--- config.mk ---
export PLATFORM = sky130hd
export DESIGN_NAME = logic_unit_serial
export DESIGN_NICKNAME = d
export VERILOG_FILES = /design/src/rtl/logic_unit_pkg.sv /design/src/rtl/logic_unit_serial_chunk.sv /design/src/rtl/logic_unit_serial.sv
export SDC_FILE = /design/constraint.sdc
export NUM_CORES = 1
export LEC_CHECK = 0
export ABC_AREA = 1
export BUFFER_PORTS_ARGS = -buffer_cell sky130_fd_sc_hd__buf_2
export CELL_PAD_IN_SITES_DETAIL_PLACEMENT = 1
export CELL_PAD_IN_SITES_GLOBAL_PLACEMENT = 1
export CORE_AREA = 2 2 165 86
export CTS_CLUSTER_DIAMETER = 120
export CTS_CLUSTER_SIZE = 14
export DETAILED_ROUTE_END_ITERATION = 16
export DIE_AREA = 0 0 167 88
export PLACE_DENSITY_LB_ADDON = 0.1
export SLEW_MARGIN = 10
export SYNTH_ARGS = -nofsm -noshare
export SYNTH_HDL_FRONTEND = slang
export SYNTH_SLANG_ARGS = --single-unit
--- constraint.sdc ---
create_clock -name clk -period 3.1 [get_ports clk]
set_input_delay 0 -clock clk [delete_from_list [all_inputs] [get_ports clk]]
set_output_delay 0 -clock clk [all_outputs]
set_load 0.01 [all_outputs]
--- src/rtl/logic_unit_pkg.sv ---
// Shared encodings for the chunk-serial logic unit: op codes, FSM states and
// the beat-counter width helper.
package logic_unit_pkg;

  localparam logic [1:0] OP_AND = 2'b00;
  localparam logic [1:0] OP_OR  = 2'b01;
  localparam logic [1:0] OP_XOR = 2'b10;
  localparam logic [1:0] OP_NOR = 2'b11;

  typedef enum logic [1:0] {
    ST_IDLE = 2'd0,
    ST_BUSY = 2'd1,
    ST_DONE = 2'd2
  } state_t;

  // A single-beat configuration still needs a 1-bit counter.
  function automatic int beat_bits(input int nbeats);
    return (nbeats > 1) ? $clog2(nbeats) : 1;
  endfunction

endpackage

--- src/rtl/logic_unit_serial_chunk.sv ---
// Combinational CHUNK-wide slice of the logic unit: applies the op and reports
// whether the produced slice is all zeros or all ones.
module logic_chunk
  import logic_unit_pkg::*;
#(
  parameter int CHUNK = 8
) (
  input  logic [CHUNK-1:0] i_a,
  input  logic [CHUNK-1:0] i_b,
  input  logic [1:0]       i_op,
  output logic [CHUNK-1:0] o_res,
  output logic             o_zero,
  output logic             o_ones
);

  always_comb begin
    o_res = '0;
    case (i_op)
      OP_AND:  o_res = i_a & i_b;
      OP_OR:   o_res = i_a | i_b;
      OP_XOR:  o_res = i_a ^ i_b;
      default: o_res = ~(i_a | i_b);
    endcase
    o_zero = (o_res == '0);
    o_ones = &o_res;
  end

endmodule

--- src/rtl/logic_unit_serial.sv ---
// Chunk-serial AND/OR/XOR/NOR unit: latches operands, processes CHUNK bits per
// clock and presents result plus zero/ones flags on a valid/ready output.
module logic_unit_serial
  import logic_unit_pkg::*;
#(
  parameter int WIDTH = 32,
  parameter int CHUNK = 8
) (
  input  logic             clk,
  input  logic             rst_n,
  input  logic             in_valid,
  output logic             in_ready,
  input  logic [WIDTH-1:0] a,
  input  logic [WIDTH-1:0] b,
  input  logic [1:0]       op,
  output logic             out_valid,
  input  logic             out_ready,
  output logic [WIDTH-1:0] result,
  output logic             zero,
  output logic             ones,
  output logic [1:0]       state_dbg
);

  // Handshake: a transfer happens on a rising edge where valid and ready are
  // both high; a source holds its data until it sees ready, and a sink's ready
  // has no effect while valid is low.

  localparam int NBEATS = WIDTH / CHUNK;
  localparam int BW     = beat_bits(NBEATS);
  localparam logic [BW-1:0] LAST_BEAT = BW'(NBEATS - 1);

  state_t           r_state;
  state_t           w_next;
  logic [WIDTH-1:0] r_a;
  logic [WIDTH-1:0] r_b;
  logic [1:0]       r_op;
  logic [BW-1:0]    r_beat;
  logic [WIDTH-1:0] r_result;
  logic             r_zero;
  logic             r_ones;

  logic             w_accept;
  logic             w_busy;
  logic [CHUNK-1:0] w_a_slice;
  logic [CHUNK-1:0] w_b_slice;
  logic [CHUNK-1:0] w_res_slice;
  logic             w_slice_zero;
  logic             w_slice_ones;

  always_ff @(posedge clk or negedge rst_n) begin
    if (!rst_n) r_state <= ST_IDLE;
    else        r_state <= w_next;
  end

  always_comb begin
    w_next = r_state;
    case (r_state)
      ST_IDLE: if (in_valid)            w_next = ST_BUSY;
      ST_BUSY: if (r_beat == LAST_BEAT) w_next = ST_DONE;
      ST_DONE: if (out_ready)           w_next = ST_IDLE;
      default:                          w_next = ST_IDLE;
    endcase
  end

  always_comb begin
    in_ready  = (r_state == ST_IDLE);
    out_valid = (r_state == ST_DONE);
    w_accept  = in_valid && (r_state == ST_IDLE);
    w_busy    = (r_state == ST_BUSY);
  end

  always_comb begin
    w_a_slice = '0;
    w_b_slice = '0;
    for (int i = 0; i < NBEATS; i++) begin
      if (r_beat == BW'(i)) begin
        w_a_slice = r_a[i*CHUNK +: CHUNK];
        w_b_slice = r_b[i*CHUNK +: CHUNK];
      end
    end
  end

  logic_chunk #(.CHUNK(CHUNK)) u_chunk (
    .i_a    (w_a_slice),
    .i_b    (w_b_slice),
    .i_op   (r_op),
    .o_res  (w_res_slice),
    .o_zero (w_slice_zero),
    .o_ones (w_slice_ones)
  );

  // The beat counter parks on the last beat through DONE; the next accept
  // clears it, so it never runs past NBEATS-1.
  always_ff @(posedge clk or negedge rst_n) begin
    if (!rst_n) begin
      r_a      <= '0;
      r_b      <= '0;
      r_op     <= OP_AND;
      r_beat   <= '0;
      r_result <= '0;
      r_zero   <= 1'b0;
      r_ones   <= 1'b0;
    end else if (w_accept) begin
      r_a    <= a;
      r_b    <= b;
      r_op   <= op;
      r_beat <= '0;
      r_zero <= 1'b1;
      r_ones <= 1'b1;
    end else if (w_busy) begin
      for (int i = 0; i < NBEATS; i++) begin
        if (r_beat == BW'(i)) r_result[i*CHUNK +: CHUNK] <= w_res_slice;
      end
      r_zero <= r_zero & w_slice_zero;
      r_ones <= r_ones & w_slice_ones;
      if (r_beat != LAST_BEAT) r_beat <= r_beat + BW'(1);
    end
  end

  assign result    = r_result;
  assign zero      = r_zero;
  assign ones      = r_ones;
  assign state_dbg = r_state;

endmodule

## Word-level counts from Yosys, hierarchy flattened

Index checks and enable logic that the tools add are counted.

- Output and inout bits: 38
- Bits of input ports: 70
- Bits in registers: 104
- Logic and storage cells: 64

- Eq/ne operators: 11
- Add/subtract/negate cells: 1
- Bitwise operators: 7
- Reductions and logical operators: 14
- Mux-type cells: 20

Operators by type and width:

| operator | count |
|---|---|
| 8-bit 2-to-1 mux | 8 |
| 8-bit one-hot mux with 3 select lines | 1 |
| 3-bit AND reduction | 5 |
| 2-bit 2-to-1 mux | 6 |
| 8-bit AND | 1 |
| 2-bit equality test (second input constant) | 4 |
| 8-bit zero test | 1 |
| 8-bit inverter | 1 |
| 8-bit OR | 1 |
| 8-bit AND reduction | 1 |
| 8-bit XOR | 1 |
| 2-bit by 1-bit equality test with 1-bit output (second input constant) | 3 |
| 2-bit zero test | 3 |
| 2-bit one-hot mux with 3 select lines | 1 |
| 1-bit 2-to-1 mux | 4 |
| 2-bit by 1-bit != test with 1-bit output (second input constant) | 2 |
| 2-bit != test (second input constant) | 2 |
| 2-bit nonzero test | 2 |
| 2-bit by 1-bit adder with 2-bit output (second input constant) | 1 |
| 1-bit AND | 2 |
| 2-bit AND reduction | 1 |
| 1-bit logical AND | 1 |
| 1-bit inverter | 1 |

## Depth between registers and ports, before layout

- Depth in word-level cells: 12
- Depth in mapped cells: 21
- Mapped depth without buffers: 19

## Hierarchy

From an unflattened synthesis, not the netlist that was laid out.

- Cells, all modules: 705
- Area total of the unflattened synthesis: 5390.2 µm²

Modules (own cells, without submodules):

| module | area an instance (µm²) | instances | seq. area each (µm²) | cells an instance |
|---|---|---|---|---|
| logic_unit_serial | 4650.7 | 1 | 2602.5 | 573 |
| logic_chunk | 739.5 | 1 | 0.0 | 132 |

## Worst setup path after synthesis

OpenSTA, ideal clock, no wires.

- Kind: register to register
- Start: register r_beat[0]
- End: register r_zero, in the netlist zero
- Period minus slack after synthesis: 2403 ps
- Path slack: 697 ps
- Stages on the path, launching flop included: 21
- Buffers on the path: 2
- Arrival time: 2334 ps
- Library setup time: 68 ps
- Data required time: 3032 ps
- Cells stage by stage: dfrtp_1 inv_1 ha_1 buf_2 buf_2 nand2_1 o21ai_0 nand2_1 nand2_1 o21a_1 inv_1 ha_1 nand3_1 nand3_1 nor2_1 nand2_1 nor2_1 nand2_1 nand2_1 nand2_1 nand2_1

- Cells in the longest elaborated chain, start to end: 12
- Elaborated cells on any way between the ends: 21
- Classes of those cells: eq/ne: 3; mux: 11; bitwise: 5; reduce/logical: 2

RTL lines:

| element | RTL line | RTL |
|---|---|---|
| from (decl) | logic_unit_serial.sv:37 | `logic [BW-1:0] r_beat;` |
| from (signal assigned) | logic_unit_serial.sv:116 | `if (r_beat != LAST_BEAT) r_beat <= r_beat + BW'(1);` |
| 2-bit zero test | logic_unit_serial.sv:76 | `if (r_beat == BW'(i)) begin` |
| 8-bit 2-to-1 mux (4 in series) | logic_unit_serial.sv:76 |  |
| 8-bit OR | logic_unit_serial_chunk.sv:20, logic_unit_serial_chunk.sv:22 |  |
| 8-bit inverter | logic_unit_serial_chunk.sv:22 | `default: o_res = ~(i_a \| i_b);` |
| 8-bit one-hot mux with 3 select lines * | logic_unit_serial_chunk.sv:18 | `case (i_op)` |
| 8-bit zero test * | logic_unit_serial_chunk.sv:24 | `o_zero = (o_res == '0);` |
| 1-bit AND * | logic_unit_serial.sv:114 | `r_zero <= r_zero & w_slice_zero;` |
| 1-bit 2-to-1 mux * | logic_unit_serial.sv:110 | `end else if (w_busy) begin` |
| 1-bit 2-to-1 mux * | logic_unit_serial.sv:103 | `end else if (w_accept) begin` |
| to (signal assigned) | logic_unit_serial.sv:114 |  |
| to (decl) | logic_unit_serial.sv:39 | `logic r_zero;` |

Every way passes the cells marked *; elsewhere a longest branch is shown, timed or not. The select of a mux whose other input is x is not followed.
A chain may end at the register's enable or synchronous reset.

## Final worst setup path

Same ends and word-level chain as after synthesis.

==> flow_summary_export.csv <==
group,metric,value,unit
clocking,cts_sinks,104,
critical_path,worst_path_max_delay_cell,"dfrtp_1",
synthesis,synth_edf_count,0,
synthesis,yosys.area.top_type,"dfrtp_1",
route,routed_wl,17880,um
die,io_pins,108,
route,drc,0,
synthesis,ys_seq_area_frac,0.4994,
global_route,grt_usage,0.2554,
timing,period_share,0.9119,
critical_path,arrival,3.10,ns
power,p_total,7786,uW
timing,finalHoldViolCount,0,
critical_path,critical_path.startpoint,"r_beat[0]$_DFFE_PN0P_",
clocking,root_buffer,"clkbuf_16",
global_route,grt_pass1_wl,28630,um
synthesis,syn_nets,745,
finish,area_growth_syn_to_layout,32.05,%
critical_path,slowest_delay,0.41,ns
die,core,0.01325,mm2
synthesis,synth.avg_cell_area,7.956,um2
timing,skew,0.009527,ns
critical_path,worst_setup_path_start_kind,"register",
synthesis,synth_mux_area_frac,0,
power,p_int,4039,uW
power,p_per_area,1131,mW/mm2
global_route,grt_pass1_vias,5320,
synthesis,synth-warning-count,0,
clocking,path_clk_slew,0.08,ns
clocking,cts_buffers,9,
critical_path,regToRegStartpoint,"r_beat[0]$_DFFE_PN0P_",
finish,drive_gt1_frac,0.1940,
finish,diodes,0,
critical_path,cp-end-kind,"register",
synthesis,synth_area,0.005211,mm2
power,vdd.ir_drop.worst,694.9,uV
finish,fillCellCount,1613,
finish,utilization,0.5194,
synthesis,synth_flop_cell,"dfrtp_1",
power,power_frac_comb,0.532,
clocking,post-cts-setup-buffers,0,
clocking,cts_tree,"done",
die,die_h,88,um
finish,design_area,0.006882,mm2
clocking,clk_path_buf_depth,2,
critical_path,crit_family,"simple AND/OR/NAND/NOR gates",
timing,max_slew_margin,0.4047,
run_status,status,"complete, no violations",
die,fp.dieW,167,um
timing,fmax,353.8,MHz
synthesis,ys_ff_latch,104,
synthesis,synth_fa_ha_area_frac,0.04802,
clocking,clock_latency,0.35,ns
critical_path,cp_cell_sequence,"inv_1 -> ha_2 -> buf_4 -> nand2_1 -> o21ai_0 -> nand2_1 -> nand2_1 -> o21a_1 -> inv_1 -> ha_1 -> nand3_1 -> nand3_1 -> nor2_2 -> nand2_1 -> nor2_1 -> nand2_1 -> nand2_1 -> nand2_1 -> nand2_1",
finish,multiInputGateArea,0.002221,mm2
global_route,grt-ovfl-total,0,
place,gp_congestion,0.8335,
timing,grt_setup_unrepaired,"no",
global_route,grt_max_degree,66,
power,p_sw_frac,0.4812,
synthesis,yosys.area_share.simple,0.2747,
clocking,htreeDepth,3,
finish,layout.area.seq,0.002603,mm2
synthesis,synthCells,655,
timing,setup-violations-final,0,
die,die-area,0.01470,mm2
critical_path,r2r_setup_slack,0.27,ns
power,p_leak,0.003712,uW
route,detail-route-antenna-nets,0,
die,rows,30,
timing,fin_crit,2.827,ns
timing,finalSetupTns,0,ns
run,drv_cap,0,
timing,tightest_slew,0.8930,ns
synthesis,synthArstFlopShare,1.000,
critical_path,worstPathMaxFanout,11,
min_path,holdCritPathClass,"primary input to asynchronous set/reset pin",
critical_path,cp_common_cell,"nand2_1",
power,clockPowerShare,0.149,
critical_path,crit_required,3.38,ns
synthesis,synthXorXnorAreaFrac,0,
route,vias,5064,
timing,slew_violations,0,
place,port_buffers,107,
route,vias_per_cell,5.034,
route,drt_iter0_drc,387,
synthesis,synth_cell_types,26,
critical_path,crit_buf_inv,3,
route,dr.pass1.iters,4,
power,p_sw,3747,uW
die,start_util,0.3933,
synthesis,netlist.area_leader.share,0.4994,
synthesis,yosys-top-cells-area,"dfrtp_1 50%, nand2_1 20%, o21ai_0 5.1%",
synthesis,synth-compound-area-share,0.1020,
place,dpl_cell_area,0.005899,mm2
timing,fin_worst_hold_slack,0.3093,ns
power,power_frac_seq,0.319,
critical_path,worstSetupPathType,"register to register",
finish,final_nets,915,
route,avgRoutedWirePerCell,17.77,um
place,dp_hpwl,12880,um
global_route,antenna_found_initial,0,
synthesis,synth_top_family_by_area,"simple AND/OR/NAND/NOR gates",
[synth_stat cells (5+ instances only)]
cell type  count
a21oi_1       24
inv_1         45
inv_2          5
dfrtp_1      104
nand3_1       37
buf_2         15
clkbuf_1       8
buf_4          5
nand2_1      282
o21a_1         8
nor2_1        10
o21ai_0       53
ha_1          20
nand4_1        8
a22oi_1        8
[state kept, by name, indices dropped and copies added (netlist names)]
signal     count
ones           1
r_b           32
zero           1
result        32
r_beat         2
r_a           32
state_dbg      2
r_op           2
[cells in the final DEF, fill, tap and decap left out, types with 2 or more instances in the layout]
cell type      Yosys  final
nand2_1          282    281
buf_2             15    106
dfrtp_1          104    104
dlygate4sd3_1      0     68
o21ai_0           53     51
inv_1             45     45
nand3_1           37     37
a21oi_1           24     24
ha_1              20     18
buf_4              5     18
nor2_1            10     10
clkbuf_16          0      9
a22oi_1            8      8
o21a_1             8      8
nand4_1            8      8
inv_2              5      5
o21ai_1            2      4
nor2_2             4      4
nand3_2            4      4
inv_6              0      4
nand2_2            2      3
clkinv_1           2      2
nor2_4             2      2
ha_2               0      2
clkbuf_8           0      2
[kinds of logic after synthesis]
family / after synthesis
and+or+nand+nor: 349
DFF: 104
AOI/OAI and AO/OA: 97
buffers and inverters: 85
adders and majority gates: 20
[worst paths after layout]
path,endpoint,depth (start not counted)
max in group asynchronous,result[7]$_DFFE_PN0P_,3
max reg2reg,zero$_DFFE_PN0P_,19
min in group clk,ones$_DFFE_PN0P_,4
max,zero$_DFFE_PN0P_,19
min reg2reg,result[10]$_DFFE_PN0P_,2
min,r_a[9]$_DFFE_PN0P_,2
[power groups by stage]
stage,combinational (uW),clock [uW],sequential (uW)
after global placement,3800,0,2470
after detailed placement,4020,0,2480
after floorplan,2610,0,2330
after global routing,4670,1230,2560
after CTS,4120,1190,2470
final,4140,1160,2480
[routing by layer]
layer	up-vias	share of wire	track usage	wire length (um)
li1	2415	-	-	-
met1	2495	0.51	0.3794	9054
met2	137	0.43	0.3865	7631
met3	17	0.058	0.05468	1046
met4	0	0.0083	0.05172	149
met5	-	0	0	0
[final cells by class]
cell class | count | share of cell area
clock buffers | 11 | 0.03673
repair buffers | 192 | 0.1956
clock inverters | 5 | 0.006364
well taps | 176 | 0.03200
inverters | 52 | 0.02836
multi-input cells | 466 | 0.3227
flip-flops and latches | 104 | 0.3782
[per-stage QoR]
step	worst slack (ns)	cells
floorplan	0.6975	655
global placement	0.3290	922
detailed placement	0.1916	922
CTS	0.1562	1006
global route	0.04309	1006
finish	0.2731	1006
[timing repair]
action	4_1_cts	5_1_grt
hold endpoints to repair	130	0
endpoints found under the setup margin	0	1
hold buffers	68	0
gates resized for setup	0	4
Power figures use the tool's default switching activity.
